==> src/rtl/keccak_pkg.sv <==
// keccak_pkg: rho offset table and lane-index helpers shared by the rho stream stage
package keccak_pkg;
  localparam int RHO [5][5] = '{
    '{ 0, 36,  3, 41, 18},
    '{ 1, 44, 10, 45,  2},
    '{62,  6, 43, 15, 61},
    '{28, 55, 25, 21, 56},
    '{27, 20, 39,  8, 14}
  };
  typedef struct packed {
    logic [2:0] x;
    logic [2:0] y;
  } lane_xy_t;
  typedef logic [24:0][5:0] rho_tab_t;
  function automatic lane_xy_t lane_xy(input int k);
    return '{x: 3'(k / 5), y: 3'(k % 5)};
  endfunction
  // Offsets in lane order k = 5*x + y, already reduced mod the lane width
  function automatic rho_tab_t rho_tab(input int w);
    rho_tab_t t;
    lane_xy_t p;
    for (int k = 0; k < 25; k++) begin
      p = lane_xy(k);
      t[k] = 6'(RHO[p.x][p.y] % w);
    end
    return t;
  endfunction
endpackage

==> src/rtl/rho_lane_stream_if.sv <==
// rho_lane_stream_if: valid/ready input and output beat channels of the rho stream stage
interface rho_lane_stream_if #(
  parameter int LANE_W = 64,
  parameter int LPC = 5
);
  logic in_valid, in_ready, in_last;
  logic out_valid, out_ready, out_last;
  logic [LPC-1:0][LANE_W-1:0] in_lanes, out_lanes;
  modport master (
    output in_valid, in_lanes, in_last, out_ready,
    input in_ready, out_valid, out_lanes, out_last
  );
  modport slave (
    input in_valid, in_lanes, in_last, out_ready,
    output in_ready, out_valid, out_lanes, out_last
  );
endinterface

==> src/rtl/rho_lane_rot.sv <==
// rho_lane_rot: combinational left-rotate of one lane by a runtime offset
module rho_lane_rot #(
  parameter int W = 64,
  parameter int SW = $clog2(W)
) (
  input  logic [W-1:0]  din,
  input  logic [SW-1:0] sh,
  output logic [W-1:0]  dout
);
  assign dout = W'(({din, din} << sh) >> W);
endmodule

==> src/rtl/rho_lane_stream.sv <==
// rho_lane_stream: streams Keccak lanes through the rho rotations; define RHO_PROTOCOL_CHK_EN for a sticky in_last check
module rho_lane_stream
  import keccak_pkg::*;
#(
  parameter int LANE_W = 64,
  parameter int LPC = 5
) (
  input  logic               clk,
  input  logic               rst_n,
  rho_lane_stream_if.slave   bus,
  output logic               err
);
  localparam int BEATS = 25 / LPC;
  localparam int CW = BEATS > 1 ? $clog2(BEATS) : 1;
  localparam int SW = $clog2(LANE_W);
  localparam rho_tab_t OFF = rho_tab(LANE_W);
  if (!(LPC inside {1, 5, 25})) begin : g_bad_lpc
    $error("rho_lane_stream: LPC must be 1, 5 or 25");
  end
  if (!(LANE_W inside {8, 16, 32, 64})) begin : g_bad_w
    $error("rho_lane_stream: LANE_W must be 8, 16, 32 or 64");
  end
  logic [CW-1:0] cnt;
  logic in_hs, at_last;
  logic [LPC-1:0][LANE_W-1:0] rot;
  assign bus.in_ready = !rst_n || !bus.out_valid || bus.out_ready;
  assign in_hs = bus.in_valid && bus.in_ready;
  assign at_last = cnt == CW'(BEATS - 1);
  for (genvar j = 0; j < LPC; j++) begin : g_slot
    logic [4:0] idx;
    assign idx = 5'(int'(cnt) * LPC + j);
    rho_lane_rot #(.W(LANE_W)) u_rot (
      .din (bus.in_lanes[j]),
      .sh  (OFF[idx][SW-1:0]),
      .dout(rot[j])
    );
  end
  always_ff @(posedge clk) begin
    if (!rst_n) begin
      cnt <= '0;
      bus.out_valid <= 1'b0;
      bus.out_last <= 1'b0;
      bus.out_lanes <= '0;
    end else if (in_hs) begin
      cnt <= at_last ? '0 : cnt + 1'b1;
      bus.out_valid <= 1'b1;
      bus.out_last <= at_last;
      bus.out_lanes <= rot;
    end else if (bus.out_ready) begin
      bus.out_valid <= 1'b0;
    end
  end
`ifdef RHO_PROTOCOL_CHK_EN
  // The counter keeps its own phase; a mismatched in_last only raises the flag
  always_ff @(posedge clk) begin
    if (!rst_n) err <= 1'b0;
    else if (in_hs && bus.in_last != at_last) err <= 1'b1;
  end
`else
  assign err = 1'b0;
`endif
endmodule

==> src/flat_wrapper.sv <==
// flat-port wrapper written by rule: the top's interface ports become plain ports
module rho_lane_stream_flat import keccak_pkg::*;
#(
  parameter int LANE_W = 64,
  parameter int LPC = 5
)
  (clk, rst_n, err, bus_in_valid, bus_in_lanes, bus_in_last, bus_out_ready, bus_in_ready, bus_out_valid, bus_out_lanes, bus_out_last);
  rho_lane_stream_if #(.LANE_W(LANE_W), .LPC(LPC)) bus_i ();
  input  logic clk;
  input  logic rst_n;
  output logic err;
  input wire logic [$bits(bus_i.in_valid)-1:0] bus_in_valid;
  input wire logic [$bits(bus_i.in_lanes)-1:0] bus_in_lanes;
  input wire logic [$bits(bus_i.in_last)-1:0] bus_in_last;
  input wire logic [$bits(bus_i.out_ready)-1:0] bus_out_ready;
  output wire logic [$bits(bus_i.in_ready)-1:0] bus_in_ready;
  output wire logic [$bits(bus_i.out_valid)-1:0] bus_out_valid;
  output wire logic [$bits(bus_i.out_lanes)-1:0] bus_out_lanes;
  output wire logic [$bits(bus_i.out_last)-1:0] bus_out_last;
  assign bus_i.in_valid = bus_in_valid;
  assign bus_i.in_lanes = bus_in_lanes;
  assign bus_i.in_last = bus_in_last;
  assign bus_i.out_ready = bus_out_ready;
  assign bus_in_ready = bus_i.in_ready;
  assign bus_out_valid = bus_i.out_valid;
  assign bus_out_lanes = bus_i.out_lanes;
  assign bus_out_last = bus_i.out_last;
  rho_lane_stream #(.LANE_W(LANE_W), .LPC(LPC)) u_core (.clk(clk), .rst_n(rst_n), .bus(bus_i), .err(err));
endmodule
==> config.mk <==
export PLATFORM = sky130hd
export DESIGN_NAME = rho_lane_stream_flat
export DESIGN_NICKNAME = d
export VERILOG_FILES = /design/src/rtl/keccak_pkg.sv /design/src/rtl/rho_lane_stream_if.sv /design/src/rtl/rho_lane_rot.sv /design/src/rtl/rho_lane_stream.sv /design/src/flat_wrapper.sv
export SDC_FILE = /design/constraint.sdc
export NUM_CORES = 2
export LEC_CHECK = 0
export CAP_MARGIN = 20
export CORE_ASPECT_RATIO = 1.2
export CORE_MARGIN = 1.5
export CORE_UTILIZATION = 54
export DETAILED_ROUTE_END_ITERATION = 8
export PLACE_DENSITY = 0.87
export SYNTH_ARGS = -nofsm -noshare
export SYNTH_HDL_FRONTEND = slang
export SYNTH_SLANG_ARGS = --single-unit
==> constraint.sdc <==
create_clock -name clk -period 4.6 [get_ports clk]
set_input_delay 1.15 -clock clk [delete_from_list [all_inputs] [get_ports clk]]
set_output_delay 1.15 -clock clk [all_outputs]
set_load 0.03 [all_outputs]
==> impl_metrics.env <==
export IMPL_status="complete, no violations"
export IMPL_grt_setup_unrepaired="false"
export IMPL_wl_per_cell_microns=30.2
export IMPL_synthFlopType="dfxtp_1"
export IMPL_crit_cells=16
export IMPL_slew_viol_final=0
export IMPL_dieArea_sq_mm=0.0645
export IMPL_initial_core_util_pct=54.7
export IMPL_dp_hpwl_microns=125000
export IMPL_max_stage_delay_ns=0.48
export IMPL_synth_common_cells="mux2i_1, nand3_1, dfxtp_1, nand2_1, clkbuf_1"
export IMPL_fin_skew_ns=0.0263
export IMPL_cp_data_arrival_time_ns=4.90
export IMPL_fill_cells=4824
export IMPL_required_ns=5.04
export IMPL_path_cells="ha_1 > ha_1 > ha_1 > nand2_1 > xnor2_4 > buf_4 > mux2i_1 > mux2_2 > buf_4 > or3_1 > buf_4 > o22ai_1 > a221oi_1 > nand3_1 > mux2i_1 > o221ai_1"
export IMPL_timing_setup_tns_ns=0
export IMPL_syn_inst=4127
export IMPL_synth_compound_area_share_pct=25.5
export IMPL_htreeDepth=2
export IMPL_multiInputGateArea_sq_mm=0.0260
export IMPL_leakage_nw=17.7
export IMPL_whs_path_depth=2
export IMPL_synth_mux_area_share_pct=34.9
export IMPL_fmax_mhz=224
export IMPL_post_route_period_util_pct=97.1
export IMPL_cts_path_max_buffers=3
export IMPL_regArea_sq_mm=0.00651
export IMPL_avgViaCountPerCell=7.33
export IMPL_report_final_setup_viol=0
export IMPL_hp_class="flip-flop to flip-flop"
export IMPL_grtUsageTotal_pct=48.7
export IMPL_postRouteAntennaNets=0
export IMPL_drc=0
export IMPL_via_count=40097
export IMPL_synth_area_leaders="mux2i_1, dfxtp_1, o221ai_1"
export IMPL_critPathMaxFanout=8
export IMPL_fin_area_sq_mm=0.0439
export IMPL_r2r_slack_ns=0.14
export IMPL_endpoint_kind="flip-flop"
export IMPL_clkTransAtPathRegs_ns=0.07
export IMPL_seq_area_frac_synth_pct=19.1
export IMPL_cts_hold_buf=0
export IMPL_hold_viol=0
export IMPL_synth_distinct_cells=93
export IMPL_die_x_microns=232
export IMPL_total_power_mw=22.2
export IMPL_num_rows=100
export IMPL_clock_sinks=325
export IMPL_synth_edf_count=0
export IMPL_ys_warn_count=0
export IMPL_syn2layout_area_growth_pct=29.0
export IMPL_grt_pass1_wl_microns=240000
export IMPL_maxCapViolations=0
export IMPL_synth_top_area_share_pct=30.6
export IMPL_gp_congestion=1.12
export IMPL_ys_ff_latch=325
export IMPL_synth_top_family_by_area="multiplexers"
export IMPL_period_minus_slack_ns=4.46
export IMPL_async_reset_ff_share_pct=0
export IMPL_yosysTopAreaCell="mux2i_1"
export IMPL_drt_iter0_markers=5840
export IMPL_avgSynthCellArea_sq_um=8.24
export IMPL_final_layout_size_suffix_gt1_share_pct=11.8
export IMPL_grt_overflow=0
export IMPL_synth_most_common_cell="mux2i_1"
export IMPL_grt_max_degree=199
export IMPL_power_density_mw_per_mm2=506
export IMPL_ir_worst_vdd_mv=0.387
export IMPL_max_slew_margin_pct=36.2
export IMPL_dpl_cell_area_sq_mm=0.0422
export IMPL_ioPinCount=649
export IMPL_portBuffers=646
export IMPL_synth_fa_ha_area_share_pct=0.663
export IMPL_crit_family="simple AND/OR/NAND/NOR gates"
export IMPL_syn_nets=4470
export IMPL_critical_path_class="flip-flop to flip-flop"
export IMPL_worst_path_max_delay_cell="or3_1"
export IMPL_die_y_microns=278
export IMPL_reg2reg_depth=16
export IMPL_cts_root_buf="clkbuf_16"
export IMPL_numCtsBuffers=36
export IMPL_tritoncts="built"
export IMPL_core_sq_mm=0.0622
export IMPL_grt_antenna_before_repair=3
export IMPL_grt_pass1_vias=37491
export IMPL_nets=4966
export IMPL_cp_start_kind="flip-flop"
export IMPL_routed_wl_microns=165000
export IMPL_syn_area_sq_mm=0.0340
export IMPL_synth_simple_area_share_pct=13.1
export IMPL_synthXorXnorAreaFrac_pct=0.762
export IMPL_max_slew_worst_pin_slew_ns=0.956
export IMPL_crit_buf_inv=3
export IMPL_worst_skew_pair_late_latency_ns=0.58
export IMPL_first_pass_iters=9
metrics by stage:
step | worst slack [ns] | util, % | cells | hold WS (ns)
2_1_floorplan | 0.644 | - | 4127 | 0.599
3_3_place_gp | 0.00198 | 67.9 | 5387 | 0.454
3_5_place_dp | 0.00469 | 67.9 | 5387 | 0.461
4_1_cts | 0.00293 | 70.0 | 5454 | 0.473
5_1_grt | 0.00191 | 70.5 | 5468 | 0.497
6_report | 0.135 | 70.5 | 5468 | 0.470
registers in the layout (all words and copies together) (netlist names):
name                  count
u_core.bus.out_last       1
u_core.cnt                3
u_core.bus.out_lanes    320
u_core.bus.out_valid      1
worst paths after layout:
| check | startpoint | end |
|---|---|---|
| max | u_core.cnt[0]$_SDFFE_PN0P_ | u_core.bus.out_lanes[99]$_SDFFE_PN0P_ |
| min | u_core.bus.out_lanes[274]$_SDFFE_PN0P_ | u_core.bus.out_lanes[274]$_SDFFE_PN0P_ |
| max reg2reg | u_core.cnt[0]$_SDFFE_PN0P_ | u_core.bus.out_lanes[99]$_SDFFE_PN0P_ |
| min reg2reg | u_core.bus.out_lanes[274]$_SDFFE_PN0P_ | u_core.bus.out_lanes[274]$_SDFFE_PN0P_ |
cells in the final DEF, fill, tap and decap left out, types with 84 or more instances in the layout:
| cell type | Yosys | routed |
|---|---|---|
| mux2_2 | 100 | 100 |
| a221oi_1 | 85 | 84 |
| o22ai_1 | 94 | 94 |
| clkdlybuf4s50_1 | 0 | 645 |
| o21ai_0 | 196 | 190 |
| dfxtp_1 | 325 | 325 |
| mux2i_1 | 1038 | 1029 |
| a22oi_1 | 207 | 207 |
| nand3_1 | 371 | 368 |
| nand2_1 | 290 | 283 |
| buf_4 | 17 | 216 |
| o221ai_1 | 223 | 222 |
| nor2_1 | 123 | 114 |
per-layer routing:
| layer | vias to the layer above | global-route usage, % | part of all wire (%) |
|---|---|---|---|
| li1 | 17306 | - | - |
| met1 | 18814 | 56.6 | 35 |
| met2 | 3189 | 76.3 | 44 |
| met3 | 786 | 9.97 | 11 |
| met4 | 2 | 40.9 | 10 |
| met5 | - | 0 | 0.0042 |
area by class of cell:
cell class / instances / area share, %
Tap cell: 816 / 2.33
Multi-Input combinational cell: 3330 / 59.2
Clock inverter: 18 / 0.679
Clock buffer: 48 / 2.29
Antenna cell: 1 / 0.00571
Inverter: 23 / 0.197
Timing Repair Buffer: 907 / 20.5
Sequential cell: 325 / 14.8
repair_timing:
| item | 4_1_cts | 5_1_grt |
|---|---|---|
| setup endpoints to repair | 5 | 175 |
| gates resized for setup | 0 | 37 |
| gates cloned | 1 | 0 |
| hold endpoints to repair | 0 | 0 |
| buffers inserted | 0 | 8 |
| pin swaps | 1 | 4 |
kinds of logic after synthesis:
logic type,Yosys count
AOI/OAI and AO/OA,1187
muxes,1155
and+or+nand+nor,949
buffers and inverters,473
DFF,325
xor gates and xnor gates,19
adders and majority gates,18
other,1
tightest hold or removal path: cells and delay by family (launching register included):
kind | cells | cell delay, ns
compound gates | 1 | 0.06
flops | 1 | 0.31
simple gates | 1 | 0.05
power by group:
| part | switching, mW | internal, mW | leakage, nW |
|---|---|---|---|
| sequential | 0.566 | 3.48 | 2.68 |
| clock | 1.34 | 1.86 | 0.625 |
| combinational | 9.45 | 5.49 | 14.4 |
| total | 11.4 | 10.8 | 17.7 |
Power figures use the tool's default switching activity.
